===== src/rtl/colorspace_pkg.sv =====
// Shared types for the edge-detection pixel datapath: RGB pixel layout,
// transmitter state encoding and a counter-width helper.
package colorspace_pkg;

  localparam int PIXEL_W = 24;

  typedef struct packed {
    logic [7:0] r;
    logic [7:0] g;
    logic [7:0] b;
  } pixel_rgb_t;

  typedef enum logic [1:0] {
    IDLE   = 2'd0,
    ACTIVE = 2'd1,
    HBLANK = 2'd2
  } tx_state_t;

  // Width of a counter holding 0..n-1; never narrower than one bit.
  function automatic int unsigned cnt_width(input int unsigned n);
    return (n > 1) ? $clog2(n) : 1;
  endfunction

endpackage


===== src/rtl/sync_fifo.sv =====
// Single-clock FIFO with registered occupancy count and show-ahead read data.
// Writes when full and reads when empty are ignored.
module sync_fifo #(
  parameter int WIDTH = 24,
  parameter int DEPTH = 16
) (
  input  logic                     clock,
  input  logic                     reset,
  input  logic                     i_push,
  input  logic [WIDTH-1:0]         i_wr_data,
  input  logic                     i_pop,
  output logic [WIDTH-1:0]         o_rd_data,
  output logic [$clog2(DEPTH):0]   o_count,
  output logic                     o_full,
  output logic                     o_empty
);

  localparam int AW = $clog2(DEPTH);
  localparam int CW = $clog2(DEPTH) + 1;

  logic [WIDTH-1:0] r_mem [DEPTH];
  logic [AW-1:0]    r_wr_ptr;
  logic [AW-1:0]    r_rd_ptr;
  logic [CW-1:0]    r_count;
  logic             w_push;
  logic             w_pop;

  assign o_full    = (r_count == CW'(DEPTH));
  assign o_empty   = (r_count == '0);
  assign w_push    = i_push && !o_full;
  assign w_pop     = i_pop && !o_empty;
  assign o_rd_data = r_mem[r_rd_ptr];
  assign o_count   = r_count;

  // Storage carries no reset; emptiness is defined by the pointers and count.
  always_ff @(posedge clock) begin
    if (w_push) r_mem[r_wr_ptr] <= i_wr_data;
  end

  always_ff @(posedge clock or negedge reset) begin
    if (!reset) begin
      r_wr_ptr <= '0;
      r_rd_ptr <= '0;
      r_count  <= '0;
    end else begin
      if (w_push) r_wr_ptr <= r_wr_ptr + 1'b1;
      if (w_pop)  r_rd_ptr <= r_rd_ptr + 1'b1;
      case ({w_push, w_pop})
        2'b10:   r_count <= r_count + 1'b1;
        2'b01:   r_count <= r_count - 1'b1;
        default: r_count <= r_count;
      endcase
    end
  end

endmodule


===== src/rtl/pixel_stream_transmitter.sv =====
// Buffers upstream RGB pixels and re-emits them as a paced raster stream with
// one-clock strobes, frame/row markers and horizontal blanking slots.
module pixel_stream_transmitter
  import colorspace_pkg::*;
#(
  parameter int IMAGE_WIDTH  = 640,
  parameter int IMAGE_HEIGHT = 480,
  parameter int FIFO_DEPTH   = 16,
  parameter int PIXEL_DIV    = 4,
  parameter int HBLANK_SLOTS = 2
) (
  input  logic                          clock,
  input  logic                          reset,
  input  logic                          enable,
  input  logic                          in_valid,
  output logic                          in_ready,
  input  logic [PIXEL_W-1:0]            in_pixel,
  output logic                          out_valid,
  output logic [PIXEL_W-1:0]            out_pixel,
  output logic                          out_start_of_frame,
  output logic                          out_end_of_row,
  output logic                          out_end_of_frame,
  output logic [$clog2(FIFO_DEPTH):0]   fifo_count,
  output logic                          underflow
);

  localparam int DIV_W = cnt_width(PIXEL_DIV);
  localparam int COL_W = cnt_width(IMAGE_WIDTH);
  localparam int ROW_W = cnt_width(IMAGE_HEIGHT);
  localparam int BLK_W = cnt_width(HBLANK_SLOTS);
  localparam int CNT_W = $clog2(FIFO_DEPTH) + 1;

  localparam logic [DIV_W-1:0] DIV_LAST = DIV_W'(PIXEL_DIV - 1);
  localparam logic [COL_W-1:0] COL_LAST = COL_W'(IMAGE_WIDTH - 1);
  localparam logic [ROW_W-1:0] ROW_LAST = ROW_W'(IMAGE_HEIGHT - 1);
  localparam logic [BLK_W-1:0] BLK_LAST = BLK_W'(HBLANK_SLOTS - 1);

  tx_state_t        r_state, w_state_nxt;
  logic [DIV_W-1:0] r_div, w_div_nxt;
  logic [COL_W-1:0] r_col, w_col_nxt;
  logic [ROW_W-1:0] r_row, w_row_nxt;
  logic [BLK_W-1:0] r_blank, w_blank_nxt;

  logic             r_out_valid, w_valid_nxt;
  pixel_rgb_t       r_out_pixel, w_pixel_nxt;
  logic             r_sof, w_sof_nxt;
  logic             r_eor, w_eor_nxt;
  logic             r_eof, w_eof_nxt;
  logic             r_underflow, w_underflow_nxt;

  pixel_rgb_t       w_fifo_data;
  logic [CNT_W-1:0] w_fifo_count;
  logic             w_fifo_full;
  logic             w_fifo_empty;
  logic             w_pop;
  logic             w_tick;

  sync_fifo #(
    .WIDTH (PIXEL_W),
    .DEPTH (FIFO_DEPTH)
  ) u_fifo (
    .clock     (clock),
    .reset     (reset),
    .i_push    (in_valid),
    .i_wr_data (in_pixel),
    .i_pop     (w_pop),
    .o_rd_data (w_fifo_data),
    .o_count   (w_fifo_count),
    .o_full    (w_fifo_full),
    .o_empty   (w_fifo_empty)
  );

  // Full is exactly count == FIFO_DEPTH, so this is count < FIFO_DEPTH.
  assign in_ready = !w_fifo_full;
  assign w_tick   = enable && (r_state != IDLE) && (r_div == DIV_LAST);

  always_ff @(posedge clock or negedge reset) begin
    if (!reset) begin
      r_state     <= IDLE;
      r_div       <= '0;
      r_col       <= '0;
      r_row       <= '0;
      r_blank     <= '0;
      r_out_valid <= 1'b0;
      r_out_pixel <= '0;
      r_sof       <= 1'b0;
      r_eor       <= 1'b0;
      r_eof       <= 1'b0;
      r_underflow <= 1'b0;
    end else begin
      r_state     <= w_state_nxt;
      r_div       <= w_div_nxt;
      r_col       <= w_col_nxt;
      r_row       <= w_row_nxt;
      r_blank     <= w_blank_nxt;
      r_out_valid <= w_valid_nxt;
      r_out_pixel <= w_pixel_nxt;
      r_sof       <= w_sof_nxt;
      r_eor       <= w_eor_nxt;
      r_eof       <= w_eof_nxt;
      r_underflow <= w_underflow_nxt;
    end
  end

  always_comb begin
    w_state_nxt     = r_state;
    w_div_nxt       = r_div;
    w_col_nxt       = r_col;
    w_row_nxt       = r_row;
    w_blank_nxt     = r_blank;
    w_pop           = 1'b0;
    w_valid_nxt     = 1'b0;
    w_pixel_nxt     = r_out_pixel;
    w_sof_nxt       = 1'b0;
    w_eor_nxt       = 1'b0;
    w_eof_nxt       = 1'b0;
    w_underflow_nxt = r_underflow;

    if (enable && (r_state != IDLE)) begin
      w_div_nxt = w_tick ? '0 : r_div + 1'b1;
    end

    unique case (r_state)
      IDLE: begin
        w_div_nxt   = '0;
        w_col_nxt   = '0;
        w_row_nxt   = '0;
        w_blank_nxt = '0;
        if (enable && !w_fifo_empty) w_state_nxt = ACTIVE;
      end

      ACTIVE: begin
        if (w_tick) begin
          if (w_fifo_empty) begin
            // Slot missed: position is kept so the next tick retries it.
            w_underflow_nxt = 1'b1;
          end else begin
            w_pop       = 1'b1;
            w_valid_nxt = 1'b1;
            w_pixel_nxt = w_fifo_data;
            w_sof_nxt   = (r_col == '0) && (r_row == '0);
            if (r_col == COL_LAST) begin
              w_eor_nxt = 1'b1;
              w_col_nxt = '0;
              if (r_row == ROW_LAST) begin
                w_eof_nxt   = 1'b1;
                w_row_nxt   = '0;
                w_state_nxt = IDLE;
              end else begin
                w_row_nxt   = r_row + 1'b1;
                w_blank_nxt = '0;
                w_state_nxt = HBLANK;
              end
            end else begin
              w_col_nxt = r_col + 1'b1;
            end
          end
        end
      end

      HBLANK: begin
        if (w_tick) begin
          if (r_blank == BLK_LAST) begin
            w_blank_nxt = '0;
            w_state_nxt = ACTIVE;
          end else begin
            w_blank_nxt = r_blank + 1'b1;
          end
        end
      end

      default: w_state_nxt = IDLE;
    endcase
  end

  assign out_valid          = r_out_valid;
  assign out_pixel          = r_out_pixel;
  assign out_start_of_frame = r_sof;
  assign out_end_of_row     = r_eor;
  assign out_end_of_frame   = r_eof;
  assign fifo_count         = w_fifo_count;
  assign underflow          = r_underflow;

endmodule

===== config.mk =====
export PLATFORM = sky130hd
export DESIGN_NAME = pixel_stream_transmitter
export DESIGN_NICKNAME = d
export VERILOG_FILES = /design/src/rtl/colorspace_pkg.sv /design/src/rtl/sync_fifo.sv /design/src/rtl/pixel_stream_transmitter.sv
export SDC_FILE = /design/constraint.sdc
export NUM_CORES = 1
export LEC_CHECK = 0
export ABC_AREA = 1
export CAP_MARGIN = 40
export CORE_MARGIN = 2
export CORE_UTILIZATION = 40
export CTS_CLUSTER_SIZE = 30
export DETAILED_ROUTE_END_ITERATION = 6
export PLACE_DENSITY = 0.67
export SLEW_MARGIN = 40
export SYNTH_ARGS = -nofsm -noshare
export SYNTH_HDL_FRONTEND = slang
export SYNTH_HIERARCHICAL = 1
export SYNTH_SLANG_ARGS = --single-unit

===== constraint.sdc =====
create_clock -name clock -period 3.33 [get_ports clock]
set_input_delay 0.4995 -clock clock [delete_from_list [all_inputs] [get_ports clock]]
set_output_delay 0.4995 -clock clock [all_outputs]
set_load 0.03 [all_outputs]

==> impl_metrics.tcl <==
set metrics [dict create \
    synthAdderAreaFrac_pct 0.998 \
    power_leakage_uw 0.00949 \
    worst_slack_ns 0.680 \
    cts_tree "done" \
    num_rows 81 \
    drv_slew 0 \
    grt_max_degree 131 \
    synth_flop_cell "edfxtp_1" \
    ant_nets 0 \
    clkSlewWorstSetupHoldPaths_ns 0.06 \
    clock-root-buffer "clkbuf_16" \
    overflow 0 \
    grt.total_usage_pct 18.2 \
    wl_mm 45.3 \
    hp-start "out_pixel[21]" \
    gp_congestion 0.840 \
    startpoint "r_div[0]" \
    vias 13200 \
    initial_core_util_pct 40.2 \
    min_path_type "flop to flop" \
    yosys.area.top_type "edfxtp_1" \
    arrival_ns 3.12 \
    crit_chain "ha_1 -> nand4_1 -> nor2_4 -> nand2_1 -> inv_1 -> ha_1 -> inv_1 -> fa_1 -> inv_1 -> nand2_1 -> nand2_1 -> nand2_1 -> nand2_1 -> nand2_1 -> nand2_1 -> nand2_1" \
    synth.yosys.seq_area_share_pct 67.4 \
    seqPwrFrac_pct 39.2 \
    grt_pass1_wl_mm 70.7 \
    grt_pass1_vias 12900 \
    p_int_uw 11700 \
    io_pins 63 \
    cap_viol_max_count 0 \
    core-area_mm2 0.0486 \
    wire_per_inst_um 17.0 \
    syn_inst 1949 \
    status "complete, no violations" \
    finalNetCount 2053 \
    synth_area_mm2 0.0196 \
    clock_sinks 450 \
    grt_antenna_before_repair 0 \
    placedCellCount 2582 \
    pre_cts_slack_ns 0.252 \
    firstDrtPassIters 6 \
    crit_slowest_cell "fa_1" \
    crit_top_cell "nand2_1" \
    syn_nets 1992 \
    p_sw_share_pct 36.1 \
    synth_mux_area_share_pct 0 \
    dpl.hpwl_mm 26.2 \
    cp.required_ns 3.80 \
    p_clk_share_pct 28.7 \
    tightest_slew_ns 0.720 \
    synth-compound-area-share_pct 0.941 \
    finalSetupViolCount 0 \
    synth_xor_area_share_pct 0.493 \
    synth_simple_gate_area_share_pct 23.9 \
    rsz0062_at_grt "false" \
    die_height_um 225 \
    htree_levels 2 \
    slowest_delay_ns 0.45 \
    critPathLaunchType "flop" \
    tns_ns 0 \
    max_freq_ghz 0.377 \
    synth_commonest_cells "nand2_1 (775), edfxtp_1 (384), inv_1 (194), nor2_1 (185), nand3_1 (170)" \
    crit_path_end_kind "flop" \
    ys_warn_count 6 \
    hold_viol_final 0 \
    syn-mean-instance-area_um2 10.0 \
    synthToLayoutAreaGrowth_pct 15.7 \
    cellPowerDensity_mw_per_mm2 812 \
    drt_iter0_drc 1388 \
    clock_skew_ns 0.0165 \
    synth-seq-cells 450 \
    clockBufferDepth 3 \
    final_cells 2671 \
    cts_buffers 47 \
    synth_edf_count 384 \
    die-area_mm2 0.0507 \
    post_cts_buffers 0 \
    die_w_um 225 \
    via_per_inst 4.96 \
    final_layout_size_suffix_gt1_share_pct 6.83 \
    port_buffers 62 \
    insertion_delay_ns 0.59 \
    yosysMostFrequentCell "nand2_1" \
    ys_types 36 \
    path_class "flop to flop" \
    p_comb_share_pct 32.0 \
    ir_worst_vdd_mv 0.401 \
    timing.final.crit_share_pct 79.6 \
    regToRegStartpoint "r_div[0]" \
    crit_fanout 6 \
    synth.area.top_cells "edfxtp_1 (59%), nand2_1 (15%), dfrtp_1 (8.4%), nand3_1 (4.4%), inv_1 (3.7%)" \
    antenna_cells 0 \
    drcViolationCount 0 \
    synth_top_family_by_area "simple AND/OR/NAND/NOR gates" \
    ys_async_sr_fraction_pct 14.7 \
    power_switching_uw 6640 \
    max_slew_margin_pct 52.0 \
    timing.final.crit_period_ns 2.65 \
    yosysTopAreaCellShare_pct 59.0 \
]
repair_timing:
item	CTS	global route
endpoints found under the hold margin	64	0
hold buffers	1	0
gates resized for setup	0	0
setup endpoints to repair	0	0
cell families (layout without fill, tap and decap cells):
kind of cell / count (synthesis) / count (layout)
AND/OR/NAND/NOR: 1163 / 1163
flip-flops: 450 / 450
buffers and inverters: 279 / 379
AO/OA/AOI/OAI: 31 / 31
XOR/XNOR: 11 / 11
adder cells (fa/ha/maj): 15 / 15
worst paths after layout:
| kind | to | slack, ns | cells past startpoint |
|---|---|---|---|
| min in group asynchronous | out_pixel[2] | 0.52 | 2 |
| min | out_pixel[21] | 0.47 | 2 |
| max | u_fifo/o_count[4] | 0.68 | 16 |
| min reg2reg | out_pixel[21] | 0.47 | 2 |
| max in group asynchronous | u_fifo/r_rd_ptr[0] | 2.26 | 2 |
| max reg2reg | u_fifo/o_count[4] | 0.68 | 16 |
state kept, by name, summed over array words and instances, names as in the netlist:
signal and cells:
out_end_of_frame 1, out_end_of_row 1, out_pixel 24, out_start_of_frame 1, out_valid 1, r_blank 1, r_col 10, r_div 2
r_row 9, r_state 2, u_fifo/o_count 5, u_fifo/r_mem 384, u_fifo/r_rd_ptr 4, u_fifo/r_wr_ptr 4, underflow 1
final cells by class:
| cell class | instances | area (µm²) |
|---|---|---|
| Fill cell | 4371 | 26000 |
| Inverter | 199 | 754 |
| Tap cell | 622 | 778 |
| Multi-Input combinational cell | 1220 | 5290 |
| Timing Repair Buffer | 92 | 1040 |
| Clock buffer | 63 | 1300 |
| Clock inverter | 25 | 270 |
| Sequential cell | 450 | 13200 |
worst max-delay path, delay by kind of cell, from the launching register on:
| kind | cells | cell delay (ns) |
|---|---|---|
| adders and majority gates | 3 | 0.94 |
| and+or+nand+nor | 10 | 0.90 |
| DFF | 1 | 0.38 |
| buffers and inverters | 3 | 0.31 |
stage by stage:
stage | util, % | hold slack (ns) | cell area [µm²] | power, µW
2_1_floorplan | - | 0.204 | 19600 | 11200
3_3_place_gp | 43.2 | 0.459 | 21000 | 13000
3_5_place_dp | 43.2 | 0.462 | 21000 | 13200
4_1_cts | 46.5 | 0.478 | 22600 | 18500
5_1_grt | 46.5 | 0.501 | 22600 | 19400
6_report | 46.5 | 0.472 | 22600 | 18400
layout by cell type, fill, tap and decap left out, drive strengths merged:
cell type,n
nor4,2
clkinv,18
nor3,2
or2,2
a21oi,3
nor2,189
fa,1
edfxtp,384
o21ai,22
dfrtp,66
nand2,781
buf,30
ha,14
inv,202
xor2,7
nand3,170
clkbuf,63
nor3b,1
nand4,14
bufinv,4
clkdlybuf4s50,61
o22ai,1
o21bai,3
xnor2,4
a21boi,1
o31ai,1
nand3b,2
dlygate4sd3,1
power groups by stage:
stage                     Combinational, µW  Clock (µW)  Sequential [µW]
final                                  5880        5280             7210
after global routing                   6560        5590             7280
after CTS                              5900        5370             7210
after global placement                 5740           0             7300
after floorplan                        3710           0             7530
after detailed placement               5860           0             7320
per-layer routing:
metal / part of all wire, % / vias up / track usage, %
met4: 1.9 / 0 / 4.96
li1: - / 6399 / -
met2: 48 / 384 / 30.2
met5: 0 / - / 0
met1: 45 / 6396 / 24.7
met3: 5.7 / 56 / 3.05
No activity file was read; power rests on OpenSTA's default activity.
